## src/rtl/drink_dispenser_ctrl_if.sv

```systemverilog
// Front-panel / valve-driver bundle for the drink dispenser controller.
// The panel side drives requests (master); the controller drives valves and status (slave).
interface drink_dispenser_ctrl_if #(
  parameter int N_DRINKS = 4,
  parameter int N_ADDONS = 2
);
  logic [N_DRINKS-1:0] drink_req;
  logic [N_ADDONS-1:0] addon_req;
  logic                cancel;
  logic [N_DRINKS-1:0] valve;
  logic [N_ADDONS-1:0] addon_valve;
  logic                busy;
  logic                done;
  logic                error;
  logic [2:0]          state;

  modport master (
    output drink_req, addon_req, cancel,
    input  valve, addon_valve, busy, done, error, state
  );

  modport slave (
    input  drink_req, addon_req, cancel,
    output valve, addon_valve, busy, done, error, state
  );
endinterface

```

## src/rtl/drink_dispenser_ctrl.sv

```systemverilog
// Beverage dispenser controller: timed brew on one drink valve, then timed doses on each
// requested add-on valve (lowest bit first), with cancel, request rejection and done pulse.
module drink_dispenser_ctrl #(
  parameter int N_DRINKS  = 4,
  parameter int N_ADDONS  = 2,
  parameter int TICK_DIV  = 4,
  parameter int BREW_TIME = 3,
  parameter int ADD_TIME  = 2,
  parameter int TW        = 8
) (
  input logic                   CLK,
  input logic                   RESET,
  drink_dispenser_ctrl_if.slave bus
);

  localparam int PW = (TICK_DIV > 1) ? $clog2(TICK_DIV) : 1;

  typedef enum logic [2:0] {
    IDLE = 3'd0,
    BREW = 3'd1,
    ADD  = 3'd2,
    DONE = 3'd3,
    ERR  = 3'd4
  } state_t;

  state_t              state_q, state_n;
  logic [N_DRINKS-1:0] sel_q, sel_n;
  logic [N_ADDONS-1:0] amask_q, amask_n;
  logic [PW-1:0]       presc_q, presc_n;
  logic [TW-1:0]       timer_q, timer_n;
  logic                armed_q, armed_n;

  logic                tick, expire, onehot;
  logic [N_DRINKS-1:0] valve_n;
  logic [N_ADDONS-1:0] addon_n;
  logic                busy_n, done_n, error_n;

  assign tick   = (presc_q == PW'(TICK_DIV - 1));
  assign expire = (state_q == BREW) ? (timer_q == TW'(BREW_TIME - 1))
                                    : (timer_q == TW'(ADD_TIME - 1));
  assign onehot = (bus.drink_req != '0) &&
                  ((bus.drink_req & (bus.drink_req - N_DRINKS'(1))) == '0);

  always_ff @(posedge CLK or posedge RESET) begin
    if (RESET) begin
      state_q         <= IDLE;
      sel_q           <= '0;
      amask_q         <= '0;
      presc_q         <= '0;
      timer_q         <= '0;
      armed_q         <= 1'b1;
      bus.valve       <= '0;
      bus.addon_valve <= '0;
      bus.busy        <= 1'b0;
      bus.done        <= 1'b0;
      bus.error       <= 1'b0;
      bus.state       <= '0;
    end else begin
      state_q         <= state_n;
      sel_q           <= sel_n;
      amask_q         <= amask_n;
      presc_q         <= presc_n;
      timer_q         <= timer_n;
      armed_q         <= armed_n;
      bus.valve       <= valve_n;
      bus.addon_valve <= addon_n;
      bus.busy        <= busy_n;
      bus.done        <= done_n;
      bus.error       <= error_n;
      bus.state       <= state_n;
    end
  end

  always_comb begin
    state_n = state_q;
    sel_n   = sel_q;
    amask_n = amask_q;
    presc_n = presc_q;
    timer_n = timer_q;
    armed_n = armed_q;
    unique case (state_q)
      IDLE: begin
        if (bus.drink_req == '0) begin
          armed_n = 1'b1;
        end else if (armed_q) begin
          if (onehot) begin
            state_n = BREW;
            sel_n   = bus.drink_req;
            amask_n = bus.addon_req;
            presc_n = '0;
            timer_n = '0;
          end else begin
            state_n = ERR;
          end
        end
      end
      BREW, ADD: begin
        if (bus.cancel) begin
          state_n = IDLE;
          armed_n = 1'b0;
          sel_n   = '0;
          amask_n = '0;
        end else if (tick) begin
          presc_n = '0;
          if (expire) begin
            // Timer restarts here so a following dose begins on the very next cycle.
            timer_n = '0;
            if (state_q == BREW) begin
              state_n = (amask_q != '0) ? ADD : DONE;
            end else begin
              amask_n = amask_q & (amask_q - N_ADDONS'(1));
              if (amask_n == '0) state_n = DONE;
            end
          end else begin
            timer_n = timer_q + TW'(1);
          end
        end else begin
          presc_n = presc_q + PW'(1);
        end
      end
      DONE, ERR: begin
        state_n = IDLE;
        armed_n = 1'b0;
      end
      default: state_n = IDLE;
    endcase
  end

  // Outputs are decoded from the next state and registered alongside it.
  always_comb begin
    valve_n = '0;
    addon_n = '0;
    busy_n  = 1'b0;
    done_n  = 1'b0;
    error_n = 1'b0;
    unique case (state_n)
      BREW: begin
        valve_n = sel_n;
        busy_n  = 1'b1;
      end
      ADD: begin
        addon_n = amask_n & (~amask_n + N_ADDONS'(1));
        busy_n  = 1'b1;
      end
      DONE: begin
        done_n = 1'b1;
        busy_n = 1'b1;
      end
      ERR:     error_n = 1'b1;
      default: ;
    endcase
  end

endmodule

```

## src/flat_wrapper.sv

```systemverilog
// flat-port wrapper written by rule: the top's interface ports become plain ports
module drink_dispenser_ctrl_flat 
#(
  parameter int N_DRINKS  = 4,
  parameter int N_ADDONS  = 2,
  parameter int TICK_DIV  = 4,
  parameter int BREW_TIME = 3,
  parameter int ADD_TIME  = 2,
  parameter int TW        = 8
)
  (CLK, RESET, bus_drink_req, bus_addon_req, bus_cancel, bus_valve, bus_addon_valve, bus_busy, bus_done, bus_error, bus_state);
  drink_dispenser_ctrl_if #(.N_DRINKS(N_DRINKS), .N_ADDONS(N_ADDONS)) bus_i ();
  input logic CLK;
  input logic RESET;
  input wire logic [$bits(bus_i.drink_req)-1:0] bus_drink_req;
  input wire logic [$bits(bus_i.addon_req)-1:0] bus_addon_req;
  input wire logic [$bits(bus_i.cancel)-1:0] bus_cancel;
  output wire logic [$bits(bus_i.valve)-1:0] bus_valve;
  output wire logic [$bits(bus_i.addon_valve)-1:0] bus_addon_valve;
  output wire logic [$bits(bus_i.busy)-1:0] bus_busy;
  output wire logic [$bits(bus_i.done)-1:0] bus_done;
  output wire logic [$bits(bus_i.error)-1:0] bus_error;
  output wire logic [$bits(bus_i.state)-1:0] bus_state;
  assign bus_i.drink_req = bus_drink_req;
  assign bus_i.addon_req = bus_addon_req;
  assign bus_i.cancel = bus_cancel;
  assign bus_valve = bus_i.valve;
  assign bus_addon_valve = bus_i.addon_valve;
  assign bus_busy = bus_i.busy;
  assign bus_done = bus_i.done;
  assign bus_error = bus_i.error;
  assign bus_state = bus_i.state;
  drink_dispenser_ctrl #(.N_DRINKS(N_DRINKS), .N_ADDONS(N_ADDONS), .TICK_DIV(TICK_DIV), .BREW_TIME(BREW_TIME), .ADD_TIME(ADD_TIME), .TW(TW)) u_core (.CLK(CLK), .RESET(RESET), .bus(bus_i));
endmodule
```

## config.mk

```make
export PLATFORM = sky130hd
export DESIGN_NAME = drink_dispenser_ctrl_flat
export DESIGN_NICKNAME = d
export VERILOG_FILES = /design/src/rtl/drink_dispenser_ctrl_if.sv /design/src/rtl/drink_dispenser_ctrl.sv /design/src/flat_wrapper.sv
export SDC_FILE = /design/constraint.sdc
export NUM_CORES = 1
export LEC_CHECK = 0
export ABC_AREA = 1
export BUFFER_PORTS_ARGS = -buffer_cell sky130_fd_sc_hd__buf_4
export CORE_UTILIZATION = 40
export CTS_CLUSTER_SIZE = 25
export DETAILED_ROUTE_END_ITERATION = 16
export PLACE_DENSITY = 0.62
export SETUP_SLACK_MARGIN = 0.5
export SYNTH_ARGS = -nofsm -noshare
export SYNTH_HDL_FRONTEND = slang
export SYNTH_SLANG_ARGS = --single-unit
```

## constraint.sdc

```tcl
create_clock -name CLK -period 1.6 [get_ports CLK]
set_input_delay 0.16 -clock CLK [delete_from_list [all_inputs] [get_ports CLK]]
set_output_delay 0.16 -clock CLK [all_outputs]
set_load 0.02 [all_outputs]
```

Yosys cells after proc, flatten, opt, wreduce, memory -nomap -nowiden

Index checks and enable logic that the tools add are counted.

Bitwise operators: 4
Reductions and logical operators: 15
Add/subtract/negate cells: 5
Eq/ne operators: 18
Muxes and demuxes: 45

Operators by type and width:

| cell                | number |
|---|---|
| $mux 8              | 6 |
| $mux 2              | 13 |
| $mux 3              | 8 |
| $mux 4              | 5 |
| $pmux 8 s2          | 1 |
| $eq 3x2->1 const B  | 4 |
| $add 8x1->8 const B | 1 |
| $eq 8x1->1 const B  | 1 |
| $eq 8x2->1 const B  | 1 |
| $logic_not 4->1     | 2 |
| $ne 2x1->1 const B  | 4 |
| $pmux 2 s2          | 2 |
| $pmux 4 s2          | 1 |
| $mux 1              | 7 |
| $eq 3x1->1 const B  | 2 |
| $eq 3x3->1 const B  | 2 |
| $ne 2x2->1 const B  | 3 |
| $pmux 3 s2          | 1 |
| $reduce_and 6->1    | 1 |
| $reduce_and 5->1    | 1 |
| $add 2x1->2 const B | 2 |
| $and 2x2->2         | 2 |
| $and 4x4->4         | 1 |
| $reduce_bool 2->1   | 2 |
| 13 further kinds    | 14 |

Register bits after elaboration: 29
Output and inout port bits: 12
Bits of input ports: 9
Logic and storage cells: 98

Depth between registers and ports, before layout

Depth in word-level cells: 12
Mapped depth: 11

Worst setup path before layout

Ideal clock, no wire load.

Path kind: flip-flop to flip-flop
Start point: register u_core.bus.state[0] (netlist name)
End point: register u_core.timer_q[0]
Arrival time: 1.484 ns
Setup slack: -0.001 ns
Setup time: 0.117 ns
Cell stages (with the launch flop): 12
Required time: 1.483 ns
Cell sequence: dfrtp_1 > nor2_2 > nand2_2 > nand2_8 > nand2_8 > clkinv_4 > nor2_8 > nor2_8 > nand2_4 > buf_12 > nand2_2 > o21ai_2

RTL lines:

| element                | line                       | RTL |
|---|---|---|
| end signal: assignment | drink_dispenser_ctrl.sv:63 | `timer_q <= timer_n;` |
| end: declaration       | drink_dispenser_ctrl.sv:30 | `logic [TW-1:0] timer_q, timer_n;` |

Worst setup path in the final report

Start point: register u_core.timer_q[0]
End point: register u_core.bus.valve[1]

Word-level cells in the longest chain between the ends: 8
Elaborated cells between the ends (all ways): 9
Classes of those cells: eq/ne (3); mux (6)

RTL lines:

| element                                         | line                                                   | RTL |
|---|---|---|
| $eq 8x1->1 / $eq 8x2->1 (equally long branches) | drink_dispenser_ctrl.sv:40, drink_dispenser_ctrl.sv:39 |  |
| $mux 1 *                                        | drink_dispenser_ctrl.sv:39                             | `assign expire = (state_q == BREW) ? (timer_q == TW'(BREW_TIME - 1))` |
| $mux 3 *                                        | drink_dispenser_ctrl.sv:105                            | `if (expire) begin` |
| $mux 3 *                                        | drink_dispenser_ctrl.sv:103                            | `end else if (tick) begin` |
| $mux 3 *                                        | drink_dispenser_ctrl.sv:98                             | `if (bus.cancel) begin` |
| $pmux 3 s2 *                                    | drink_dispenser_ctrl.sv:81                             | `unique case (state_q)` |
| net u_core.state_n[1]                           | drink_dispenser_ctrl.sv:26                             | `state_t state_q, state_n;` |
| $eq 3x1->1 *                                    | drink_dispenser_ctrl.sv:136                            | `unique case (state_n)` |
| $mux 4 *                                        | drink_dispenser_ctrl.sv:136                            |  |
| net u_core.valve_n[1]                           | drink_dispenser_ctrl.sv:34                             | `logic [N_DRINKS-1:0] valve_n;` |
| end signal: assignment                          | drink_dispenser_ctrl.sv:65                             | `bus.valve <= valve_n;` |
| end: declaration                                | drink_dispenser_ctrl_if.sv:24                          | `output valve, addon_valve, busy, done, error, state` |

Mark *: on every way through the listed nets, which the timed path passes. The rest lies on a longest branch.
A chain may end at the register's enable or synchronous reset.

==> results.sh <==
export IMPL_status="finished clean"
export IMPL_r2r_start="u_core.timer_q[0]"
export IMPL_fin_ws_ns=0.0356
export IMPL_setup_viol=0
export IMPL_synth_cell_types=32
export IMPL_hold_class="input pin to flip-flop"
export IMPL_cts_tree="built"
export IMPL_tns_ns=0
export IMPL_async_flop_share=1.00
export IMPL_drv_slew=0
export IMPL_grt_first_pass_wirelength_mm=5.89
export IMPL_grt_pass1_vias=1309
export IMPL_final_min_clock_period_ns=1.56
export IMPL_drive_gt1_frac=0.412
export IMPL_antenna_left=0
export IMPL_ys_ff_latch=29
export IMPL_nNetsFinal=267
export IMPL_crit_chain="nor2_1 -> nand3_1 -> nand2_4 -> nand3_2 -> a21oi_2 -> inv_1 -> nand2_4 -> nor2_1"
export IMPL_syn_inst=210
export IMPL_skew_ns=0.00900
export IMPL_core_rowCount=23
export IMPL_period_share=0.978
export IMPL_dp_hpwl_mm=2.46
export IMPL_ys_warn_count=0
export IMPL_clk_latency_ns=0.28
export IMPL_leakagePower_nw=1.13
export IMPL_path_class="flip-flop to flip-flop"
export IMPL_highest_layer="met4"
export IMPL_drt_wl_total_mm=3.49
export IMPL_drt_iter0_drc=71
export IMPL_worstPathRequired_ns=1.78
export IMPL_rsz0062_at_grt="yes"
export IMPL_wl_met3_um=137
export IMPL_r2r_slack_ns=0.04
export IMPL_cts_root_buf="clkbuf_8"
export IMPL_antenna_cells=0
export IMPL_cts_sinks=29
export IMPL_grt_max_degree=30
export IMPL_power_density_mw_per_mm2=1290
export IMPL_synth_seq_area_share=0.423
export IMPL_relSlewSlack=0.756
export IMPL_wl_per_cell_um=11.4
export IMPL_worst_path_max_delay_cell="dfrtp_1"
export IMPL_track_usage=0.177
export IMPL_worst_slew_pin_slew_ns=0.367
export IMPL_cp_slowest_stage_delay_ns=0.43
export IMPL_io_pins=21
export IMPL_die_area_mm2=0.00457
export IMPL_grt_overflow=0
export IMPL_design_core_area_mm2=0.00406
export IMPL_cap_violations=0
export IMPL_port_buffers=20
export IMPL_yosysMostFrequentCell="nand2_1"
export IMPL_crit_start="u_core.timer_q[0]"
export IMPL_place_congestion=0.799
export IMPL_wl_met1_mm=1.70
export IMPL_fp_dieH_um=67.6
export IMPL_synth_area_leaders="dfrtp_1, nand2_1, inv_1, nand3_1, nor2_1"
export IMPL_die_w_um=67.6
export IMPL_area_growth_pct=34.0
export IMPL_clock_path_buffers=2
export IMPL_power_w=0.00298
export IMPL_synth_top_cell_area_share=0.407
export IMPL_synth_common_cells="nand2_1, inv_1, dfrtp_1"
export IMPL_start_kind="flip-flop"
export IMPL_post_place_ws_ns=0.0385
export IMPL_synthFlopType="dfrtp_1"
export IMPL_vias=1432
export IMPL_postSynthAreaPerCell_um2=8.19
export IMPL_numCtsBuffers=5
export IMPL_antenna_found_initial=0
export IMPL_wl_met2_mm=1.59
export IMPL_fmax_mhz=639
export IMPL_synth_cell_area_mm2=0.00172
export IMPL_synth_area_leader_cell="dfrtp_1"
export IMPL_cp_max_fo=6
export IMPL_clk_pin_slew_worst_paths_ns=0.07
export IMPL_worstSetupEndpointType="flip-flop"
export IMPL_dr_pass1_iters=4
export IMPL_start_util=0.424
export IMPL_finalHoldViolCount=0
export IMPL_ir_drop_mv=0.631
export IMPL_synth_edf_count=0
export IMPL_fillCellCount=373
export IMPL_arrival_ns=1.75
export IMPL_drcViolationCount=0
export IMPL_hp_start="bus_drink_req[2]"
export IMPL_viasPerCell=4.66
export IMPL_final_util=0.568
export IMPL_h_tree_depth=2
export IMPL_syn_nets=221
[path summary, 6_finish.rpt]
path / end / cells after the start
max: u_core.bus.valve[1] / 8
min: u_core.sel_q[2] / 3
min reg2reg: u_core.armed_q / 1
max in group asynchronous: u_core.armed_q / 4
max reg2reg: u_core.bus.valve[1] / 8
min in group asynchronous: u_core.timer_q[7] / 4
[metrics by stage]
| stage | std cells | instance area [um^2] | hold slack, ns |
|---|---|---|---|
| 2_1_floorplan | 210 | 1750 | 0.237 |
| 3_3_place_gp | 286 | 1990 | 0.262 |
| 3_5_place_dp | 286 | 1990 | 0.266 |
| 4_1_cts | 302 | 2210 | 0.172 |
| 5_1_grt | 307 | 2310 | 0.209 |
| 6_report | 307 | 2310 | 0.182 |
[flip-flops by register name, indices dropped and copies added (netlist names)]
signal / flops
u_core.timer_q: 8
u_core.bus.valve: 4
u_core.sel_q: 4
u_core.bus.state: 3
u_core.amask_q: 2
u_core.bus.addon_valve: 2
u_core.presc_q: 2
u_core.armed_q: 1
u_core.bus.busy: 1
u_core.bus.done: 1
u_core.bus.error: 1
[timing repair]
item,in CTS,in global routing
setup endpoints to repair,29,31
pin swaps,4,10
resized for setup,11,19
cloned,1,0
buffers inserted,6,5
hold buffers,1,0
hold endpoints to repair,28,0
[cells by family (layout without fill, tap and decap cells)]
family / after synthesis / in the layout / share of synthesized area
and+or+nand+nor: 114 / 115 / 0.341
AOI/OAI and AO/OA: 24 / 24 / 0.100
xor gates and xnor gates: 6 / 6 / 0.0305
DFF: 29 / 29 / 0.423
adders and majority gates: 2 / 2 / 0.0145
buffers and inverters: 35 / 81 / 0.0909
[routing by layer]
layer / up-vias / track usage
met4: 0 / 0.0691
met3: 9 / 0.0524
li1: 752 / -
met1: 645 / 0.238
met2: 26 / 0.264
met5: - / 0
[final cells by class]
| cell class | instances | area [um^2] | share of cell area |
|---|---|---|---|
| inverter | 33 | 139 | 0.0602 |
| tap | 50 | 62.6 | 0.0271 |
| clock inverter | 2 | 37.5 | 0.0163 |
| clock buffer | 6 | 82.6 | 0.0358 |
| timing repair buffer | 40 | 314 | 0.136 |
| multi-input combinational | 147 | 938 | 0.407 |
| sequential | 29 | 732 | 0.317 |
[worst max-delay path: cells and delay by family (launching register included)]
family,cells,cell delay [ns]
compound gates,1,0.21
buf+inv,1,0.11
flops,1,0.43
simple gates,6,0.71
[where the power goes]
| part | total [W] | switching [W] | internal (W) | leakage (nW) |
|---|---|---|---|---|
| clock network | 0.000788 | 0.000283 | 0.000506 | 0.0574 |
| logic | 0.00119 | 0.000728 | 0.000461 | 0.685 |
| registers | 0.000999 | 0.000109 | 0.000889 | 0.382 |
[cell usage in the layout, fill, tap and decap left out, types with 2 or more instances in the layout]
master    Yosys  routed
nor2_1       20      15
nand4_1       2       2
dfrtp_2       0       4
nand2_2       6      12
nand3_2       1       4
nand2_4       1       3
nor2_2        4       6
buf_4         1      36
o211ai_1      2       2
clkbuf_8      0       6
xor2_1        6       6
ha_1          2       2
buf_6         0       3
dfrtp_1      28      24
nand3_1      16      13
nand2_8       2       3
o21ai_2       8       8
nor2_8        2       2
nand2_1      56      48
inv_2         2       5
inv_1        30      26
a21oi_1       5       4
a21oi_2       1       2
nor2_4        2       5
o21ai_0       2       2
No activity file was read; power rests on OpenSTA's default activity.
